<file path="src/rtl/sonar_echo_emulator.sv">
// Sonar echo emulator: trigger width qualify, burst delay, echo pulse, holdoff.
// Optional length jitter from an 8-bit LFSR when SONAR_EMU_JITTER_EN is defined.
module sonar_echo_emulator #(
  parameter int unsigned TRIG_MIN    = 500,
  parameter int unsigned BURST_CYC   = 10000,
  parameter int unsigned HOLDOFF_CYC = 50000,
  parameter logic [19:0] ECHO_MAX    = 20'hFFFFF
) (
  input  logic        clk,
  input  logic        reset,
  input  logic        Trigger,
  input  logic [19:0] echo_len,
  output logic        Echo,
  output logic        busy,
  output logic [1:0]  Flags
);

  localparam int unsigned M0 =
    (BURST_CYC > HOLDOFF_CYC) ? BURST_CYC : HOLDOFF_CYC;
  localparam int unsigned EM = 32'(ECHO_MAX);
  localparam int unsigned M1 = (M0 > EM) ? M0 : EM;
  localparam int CW = $clog2(M1 + 1);
  localparam logic [15:0] TMIN = 16'(TRIG_MIN);
  localparam logic [CW-1:0] BURST_LAST = CW'(BURST_CYC - 1);
  localparam logic [CW-1:0] HOLD_LAST = CW'(HOLDOFF_CYC - 1);

  typedef enum logic [2:0] {
    IDLE, TRIG_HIGH, BURST, ECHO, HOLDOFF
  } state_t;

  state_t state, state_n;
  logic sync1, trig_s, trig_prev;
  logic [15:0] width_cnt, width_n;
  logic [CW-1:0] cnt, cnt_n, n_last;
  logic [20:0] len_q, len_n, len_in;
  logic [19:0] n_w;
  logic over;
  logic clamp_q, clamp_n;
  logic short_q, short_n;
  logic echo_n;
  logic accept;

`ifdef SONAR_EMU_JITTER_EN
  logic [7:0] lfsr;

  always_ff @(posedge clk) begin
    if (reset) begin
      lfsr <= 8'hA5;
    end else if (accept) begin
      lfsr <= {lfsr[6:0], lfsr[7] ^ lfsr[5] ^ lfsr[4] ^ lfsr[3]};
    end
  end

  assign len_in = {1'b0, echo_len} + {17'd0, lfsr[3:0]};
`else
  assign len_in = {1'b0, echo_len};
`endif

  // Pulse width: zero length still gives a one-cycle echo
  always_comb begin
    over = len_q > {1'b0, ECHO_MAX};
    if (len_q == 21'd0) begin
      n_w = 20'd1;
    end else if (over) begin
      n_w = ECHO_MAX;
    end else begin
      n_w = len_q[19:0];
    end
    n_last = CW'(n_w) - CW'(1);
  end

  always_comb begin
    state_n = state;
    width_n = width_cnt;
    cnt_n   = cnt;
    len_n   = len_q;
    clamp_n = clamp_q;
    short_n = 1'b0;
    accept  = 1'b0;
    unique case (state)
      IDLE: begin
        if (trig_s && !trig_prev) begin
          state_n = TRIG_HIGH;
          width_n = 16'd1;
        end
      end
      TRIG_HIGH: begin
        if (trig_s) begin
          if (width_cnt < TMIN) width_n = width_cnt + 16'd1;
        end else if (width_cnt >= TMIN) begin
          accept  = 1'b1;
          len_n   = len_in;
          clamp_n = 1'b0;
          cnt_n   = '0;
          state_n = BURST;
        end else begin
          short_n = 1'b1;
          state_n = IDLE;
        end
      end
      BURST: begin
        if (cnt == BURST_LAST) begin
          state_n = ECHO;
          cnt_n   = '0;
          clamp_n = clamp_q | over;
        end else begin
          cnt_n = cnt + CW'(1);
        end
      end
      ECHO: begin
        if (cnt == n_last) begin
          state_n = HOLDOFF;
          cnt_n   = '0;
        end else begin
          cnt_n = cnt + CW'(1);
        end
      end
      HOLDOFF: begin
        if (cnt == HOLD_LAST) begin
          state_n = IDLE;
          cnt_n   = '0;
        end else begin
          cnt_n = cnt + CW'(1);
        end
      end
      default: state_n = IDLE;
    endcase
    echo_n = (state_n == ECHO);
  end

  always_ff @(posedge clk) begin
    if (reset) begin
      state     <= IDLE;
      sync1     <= 1'b0;
      trig_s    <= 1'b0;
      trig_prev <= 1'b0;
      width_cnt <= '0;
      cnt       <= '0;
      len_q     <= '0;
      clamp_q   <= 1'b0;
      short_q   <= 1'b0;
      Echo      <= 1'b0;
    end else begin
      state     <= state_n;
      sync1     <= Trigger;
      trig_s    <= sync1;
      trig_prev <= trig_s;
      width_cnt <= width_n;
      cnt       <= cnt_n;
      len_q     <= len_n;
      clamp_q   <= clamp_n;
      short_q   <= short_n;
      Echo      <= echo_n;
    end
  end

  assign busy  = (state != IDLE);
  assign Flags = {short_q, clamp_q};

endmodule

</file>
<file path="config.mk">
export PLATFORM = sky130hd
export DESIGN_NAME = sonar_echo_emulator
export DESIGN_NICKNAME = d
export VERILOG_FILES = /design/src/rtl/sonar_echo_emulator.sv
export SDC_FILE = /design/constraint.sdc
export NUM_CORES = 1
export LEC_CHECK = 0
export CAP_MARGIN = 30
export CORE_ASPECT_RATIO = 0.5
export CORE_MARGIN = 2
export CORE_UTILIZATION = 59
export CTS_CLUSTER_SIZE = 8
export DETAILED_ROUTE_END_ITERATION = 12
export PLACE_DENSITY = 0.88
export SYNTH_ARGS = -nofsm -noshare
export SYNTH_HDL_FRONTEND = slang
export SYNTH_SLANG_ARGS = --single-unit
</file>
<file path="constraint.sdc">
create_clock -name clk -period 3.98 [get_ports clk]
set_input_delay 1.194 -clock clk [delete_from_list [all_inputs] [get_ports clk]]
set_output_delay 1.194 -clock clk [all_outputs]
set_load 0.01 [all_outputs]
</file>
; ---- Yosys cells after proc, flatten, opt, wreduce, memory -nomap -nowiden
; Index checks and enable logic that the tools add are counted.
[totals]
register_bits = 65
output_inout_bits = 4
[classes]
reduce_logical = 13
addsub = 3
n_eq_ne = 14
muxes = 24
order_cmp = 3
bitwise_logic = 3
[ops]
columns = op, count
row1 = 20-bit 2-to-1 mux, 7
row2 = 20-bit one-hot mux with 4 select lines, 1
row3 = 16-bit 2-to-1 mux, 3
row4 = 16-bit one-hot mux with 2 select lines, 1
row5 = 21-bit logical NOT, 1
row6 = "20-bit by 1-bit adder with 20-bit output, second input constant", 1
row7 = "20-bit by 14-bit equality test with 1-bit output, second input constant", 1
row8 = "20-bit by 16-bit equality test with 1-bit output, second input constant", 1
row9 = 20-bit equality test, 1
row10 = "20-bit > comparator, second input constant", 1
row11 = "20-bit by 1-bit subtractor with 20-bit output, second input constant", 1
row12 = "16-bit by 1-bit adder with 16-bit output, second input constant", 1
row13 = "16-bit by 9-bit greater-or-equal comparator with 1-bit output, second input constant", 1
row14 = "16-bit by 9-bit less-than comparator with 1-bit output, second input constant", 1
row15 = 3-bit 2-to-1 mux, 5
row16 = 3-bit one-hot mux with 5 select lines, 1
row17 = "2-bit != test, second input constant", 6
row18 = "3-bit by 2-bit equality test with 1-bit output, second input constant", 3
row19 = 4-bit AND reduction, 2
row20 = 3-bit AND reduction, 2
row21 = 1-bit 2-to-1 mux, 4
row22 = 2-bit nonzero test, 2
row23 = 4-bit nonzero test, 1
row24 = "3-bit by 1-bit equality test with 1-bit output, second input constant", 1
row25 = 10 further kinds, 11

; ---- Longest topological paths before layout
[depth]
depth_word = 8
mapped_depth = 14
ltp_nobuf = 12

; ---- Least setup slack after synthesis
; No wires, ideal clock.
[synth_path]
path_type = flip-flop to flip-flop
from = register len_q[15]
to = register cnt[0]
arrival_time_ns = 2.980
path_stages_with_launch = 14
setup_slack_ns = 0.873
path_cell_list = dfxtp_1 nor4_2 nand4b_1 o21ba_2 ha_1 o21ba_2 a221oi_1 a31o_2 nand3_1 nor4_2 nand4_4 buf_2 a22oi_1 nor2_1
[synth_between]
elab_chain_cells = 7
word_cells_on_any_way = 8
classes_between = 1 x add/sub / 1 x order compare / 1 x eq/ne / 4 x mux / 1 x reduce/logical
[synth_rtl]
columns = element, line_no
row1 = from (decl), 35  ; logic [20:0] len_q, len_n, len_in;
row2 = from (signal assigned), 150  ; len_q <= len_n;
row3 = 20-bit > comparator, 61  ; over = len_q > {1'b0, ECHO_MAX};
row4 = 20-bit 2-to-1 mux, 64  ; end else if (over) begin
row5 = 20-bit 2-to-1 mux *, 62  ; if (len_q == 21'd0) begin
row6 = 20-bit by 1-bit subtractor with 20-bit output *, 69  ; n_last = CW'(n_w) - CW'(1);
row7 = 20-bit equality test *, 111  ; if (cnt == n_last) begin
row8 = 20-bit 2-to-1 mux *, 111
row9 = 20-bit one-hot mux with 4 select lines *, 80  ; unique case (state)
row10 = to (signal assigned), 149  ; cnt <= cnt_n;
row11 = to (decl), 34  ; logic [CW-1:0] cnt, cnt_n, n_last;
; Every way passes the cells marked *; elsewhere a longest branch is shown, timed or not.
; A chain may end at the register's enable or synchronous reset.

; ---- Worst setup path in the final report
[layout_path]
from = register len_q[0]
to = register cnt[5]
; The elaborated chain is that of the path after synthesis.

==> out/results.ini <==
[run_status]
outcome = complete, no violations

[clocking]
h-tree-depth = 3
clkTransAtPathRegs_ps = 50
cts_tree = yes
cts-resized-gates = 0
insertion_delay_ps = 330
clock_path_buffers = 2
cts_setup_buffers = 0
clock_sinks = 65
cts_hold_buf = 0
numCtsBuffers = 9
clock-root-buffer = clkbuf_16

[critical_path]
crit_required_ps = 4180
crit_path_end_kind = flop
worstPathArrival_ps = 3970
cp-startpoint = len_q[0]
worstSetupPathType = flop to flop
critPathMaxFanout = 13
r2r_start = len_q[0]
start_kind = flop

[synthesis]
avgSynthCellArea_um2 = 7.971
netlist-cell-type-count = 59
ys_async_sr_fraction_pct = 0
synthAdderAreaFrac_pct = 1.345
synth-xor-area-share_pct = 8.471
syn_inst = 467
synth_top_family_by_area = simple AND/OR/NAND/NOR gates
synthTopCellsByArea = dfxtp_1, nand2_1, xnor2_1
synth_compound_area_share_pct = 14.39
yosysWarnings = 0
ys_ff_latch = 65
synth_edf_count = 0
netlist_area_um2 = 3722
synth-simple-area-share_pct = 32.74
syn-num-nets = 494
synth_top_area_share_pct = 34.96
synthMuxAreaShare_pct = 2.958
synth-main-ff-cell = dfxtp_1
seq_area_frac_synth_pct = 34.96
synth_top_cell_by_area = dfxtp_1

[power_and_ir_drop]
finalPower_mw = 1.557
vdd_ir_drop_max_mv = 0.2221
p_per_area_nw_per_um2 = 355.8
power.leakage_nw = 1.556

[sta]
whs_ps = 437.3
report.final.slew_viol_count = 0
min_period_ps = 3766
fmax_mhz = 265.6
tightest_slew_ps = 802.2
max_slew_margin_pct = 46.52
hold_viol = 0
worst_slack_ps = 214.5
skew_ps = 8.099
finalSetupViolCount = 0
fin_crit_sh_pct = 94.61

[routing]
drt.antenna.violating_nets = 0
post-route-drc-count = 0
vias = 3449
drt_iter0_drc = 275
drt-wirelength-per-cell_um = 14.88
via_per_inst = 5.998
drt-pass1-iter-count = 5
postRouteWirelength_um = 8558

[global_route]
globalRouteOverflowTotal = 0
first_global_vias = 3038
grt_usage_pct = 25.80
antenna_found_initial = 0
grt_max_degree = 30
grt_pass1_wl_um = 13860

[die]
die_h_um = 60.17
ios = 27
dieArea_um2 = 6999
die_x_um = 116.3
core-area_um2 = 6081
start_util_pct = 61.21
fp-row-count = 20

[flow_run]
drv_cap = 0

[final_layout]
syn2layout_area_growth_pct = 17.58
fin_area_um2 = 4377
antenna_cells = 0
layout.nets = 509
drive_gt1_share_pct = 7.598

[placement]
dp_slack_ps = 277.5
io_buffers = 26
place_congestion = 0.9128
postPlaceCellArea_um2 = 4014
dp_hpwl_um = 5857

[hold_path]
min_from = sync1
hp-class = flop to flop

cells in the mapped netlist, types with 2 or more instances:
cell type	instances
a21oi_1	23
a221oi_1	2
a22oi_1	2
a31oi_1	15
and2_1	8
and3_1	9
and4_1	7
buf_2	3
buf_4	2
clkbuf_1	24
dfxtp_1	65
ha_1	4
inv_1	16
mux2i_1	11
nand2_1	72
nand2b_1	7
nand3_1	31
nand3b_1	2
nand4_1	6
nand4b_1	2
nor2_1	30
nor2b_1	5
nor3_1	11
nor3_2	2
nor3b_1	2
nor4_1	8
nor4_2	3
nor4b_1	2
o211ai_1	2
o21a_1	2
o21ai_0	17
o21ba_2	2
o31ai_1	3
o41ai_1	2
or3_1	3
or4_1	4
or4b_1	2
xnor2_1	22
xor2_1	14
cell usage in the layout, fill, tap and decap left out, types with 3 or more instances in the layout:
master / Yosys / final
nand2_1: 72 / 72
dfxtp_1: 65 / 65
nand3_1: 31 / 31
nor2_1: 30 / 30
clkdlybuf4s50_1: 0 / 26
a21oi_1: 23 / 23
xnor2_1: 22 / 22
o21ai_0: 17 / 17
inv_1: 16 / 16
a31oi_1: 15 / 15
xor2_1: 14 / 14
nor3_1: 11 / 11
mux2i_1: 11 / 11
and3_1: 9 / 9
clkbuf_16: 0 / 9
nor4_1: 8 / 8
and2_1: 8 / 8
nand2b_1: 7 / 7
and4_1: 7 / 7
buf_4: 2 / 7
nand4_1: 6 / 6
nor2b_1: 5 / 5
or4_1: 4 / 4
ha_1: 4 / 4
or3_1: 3 / 3
o31ai_1: 3 / 3
nor4_4: 1 / 3
clkbuf_1: 24 / 3
metal layers:
layer,part of all wire (%),GRT usage (%),wire (µm),vias up
met5,0,0,0,-
met4,2.0,9.864,174,0
met3,8.8,7.911,754,19
met2,45,42.77,3867,156
met1,44,32.01,3762,1581
li1,-,-,-,1693
flip-flops by register name (all words and copies together) (netlist names):
| name | flops |
|---|---|
| len_q | 20 |
| Echo | 1 |
| state | 3 |
| clamp_q | 1 |
| trig_s | 1 |
| sync1 | 1 |
| short_q | 1 |
| width_cnt | 16 |
| cnt | 20 |
| trig_prev | 1 |
per-stage QoR:
stage / std cells / TNS (ps) / utilization, %
finish: 575 / 0 / 71.98
global route: 575 / -42.13 / 71.98
CTS: 574 / 0 / 71.34
detailed placement: 558 / 0 / 66.01
global placement: 558 / 0 / 66.01
floorplan: 467 / 0 / -
logic make-up after synthesis:
| group | after synthesis |
|---|---|
| simple gates | 224 |
| compound gates | 81 |
| flops | 65 |
| buf+inv | 46 |
| xor+xnor | 36 |
| mux | 11 |
| fa+ha+maj | 4 |
worst paths after layout:
| path | end | slack (ps) | cells past startpoint |
|---|---|---|---|
| worst max register to register | cnt[5] | 210 | 12 |
| worst max-delay path | cnt[5] | 210 | 12 |
| worst min-delay path | trig_s | 440 | 1 |
| worst min register to register | trig_s | 440 | 1 |
power by group:
group / internal [mW] / switching, mW
clock: 0.583 / 0.266
combinational: 0.0286 / 0.0229
sequential: 0.654 / 0.00261
total: 1.27 / 0.292
final cells by class:
class	count	area, µm²
tap	88	110.1
fill	466	1704
clock inverter	2	60.06
multi-input combinational	357	2268
timing repair buffer	33	312.8
sequential	65	1301
inverter	16	60.06
clock buffer	14	264.0
worst max-delay path, stage by stage, from the launching register on:
cell and delay [ps]:
dfxtp_1 360, nor4_1 580, nand2_1 210, o21ba_2 270, ha_1 240, nor3b_2 210
nand2_1 170, or4_1 130, nand4_1 150, a2111oi_4 610, nand4_4 320, a31oi_1 280
mux2i_1 110
(Power assumes the default switching activity.)
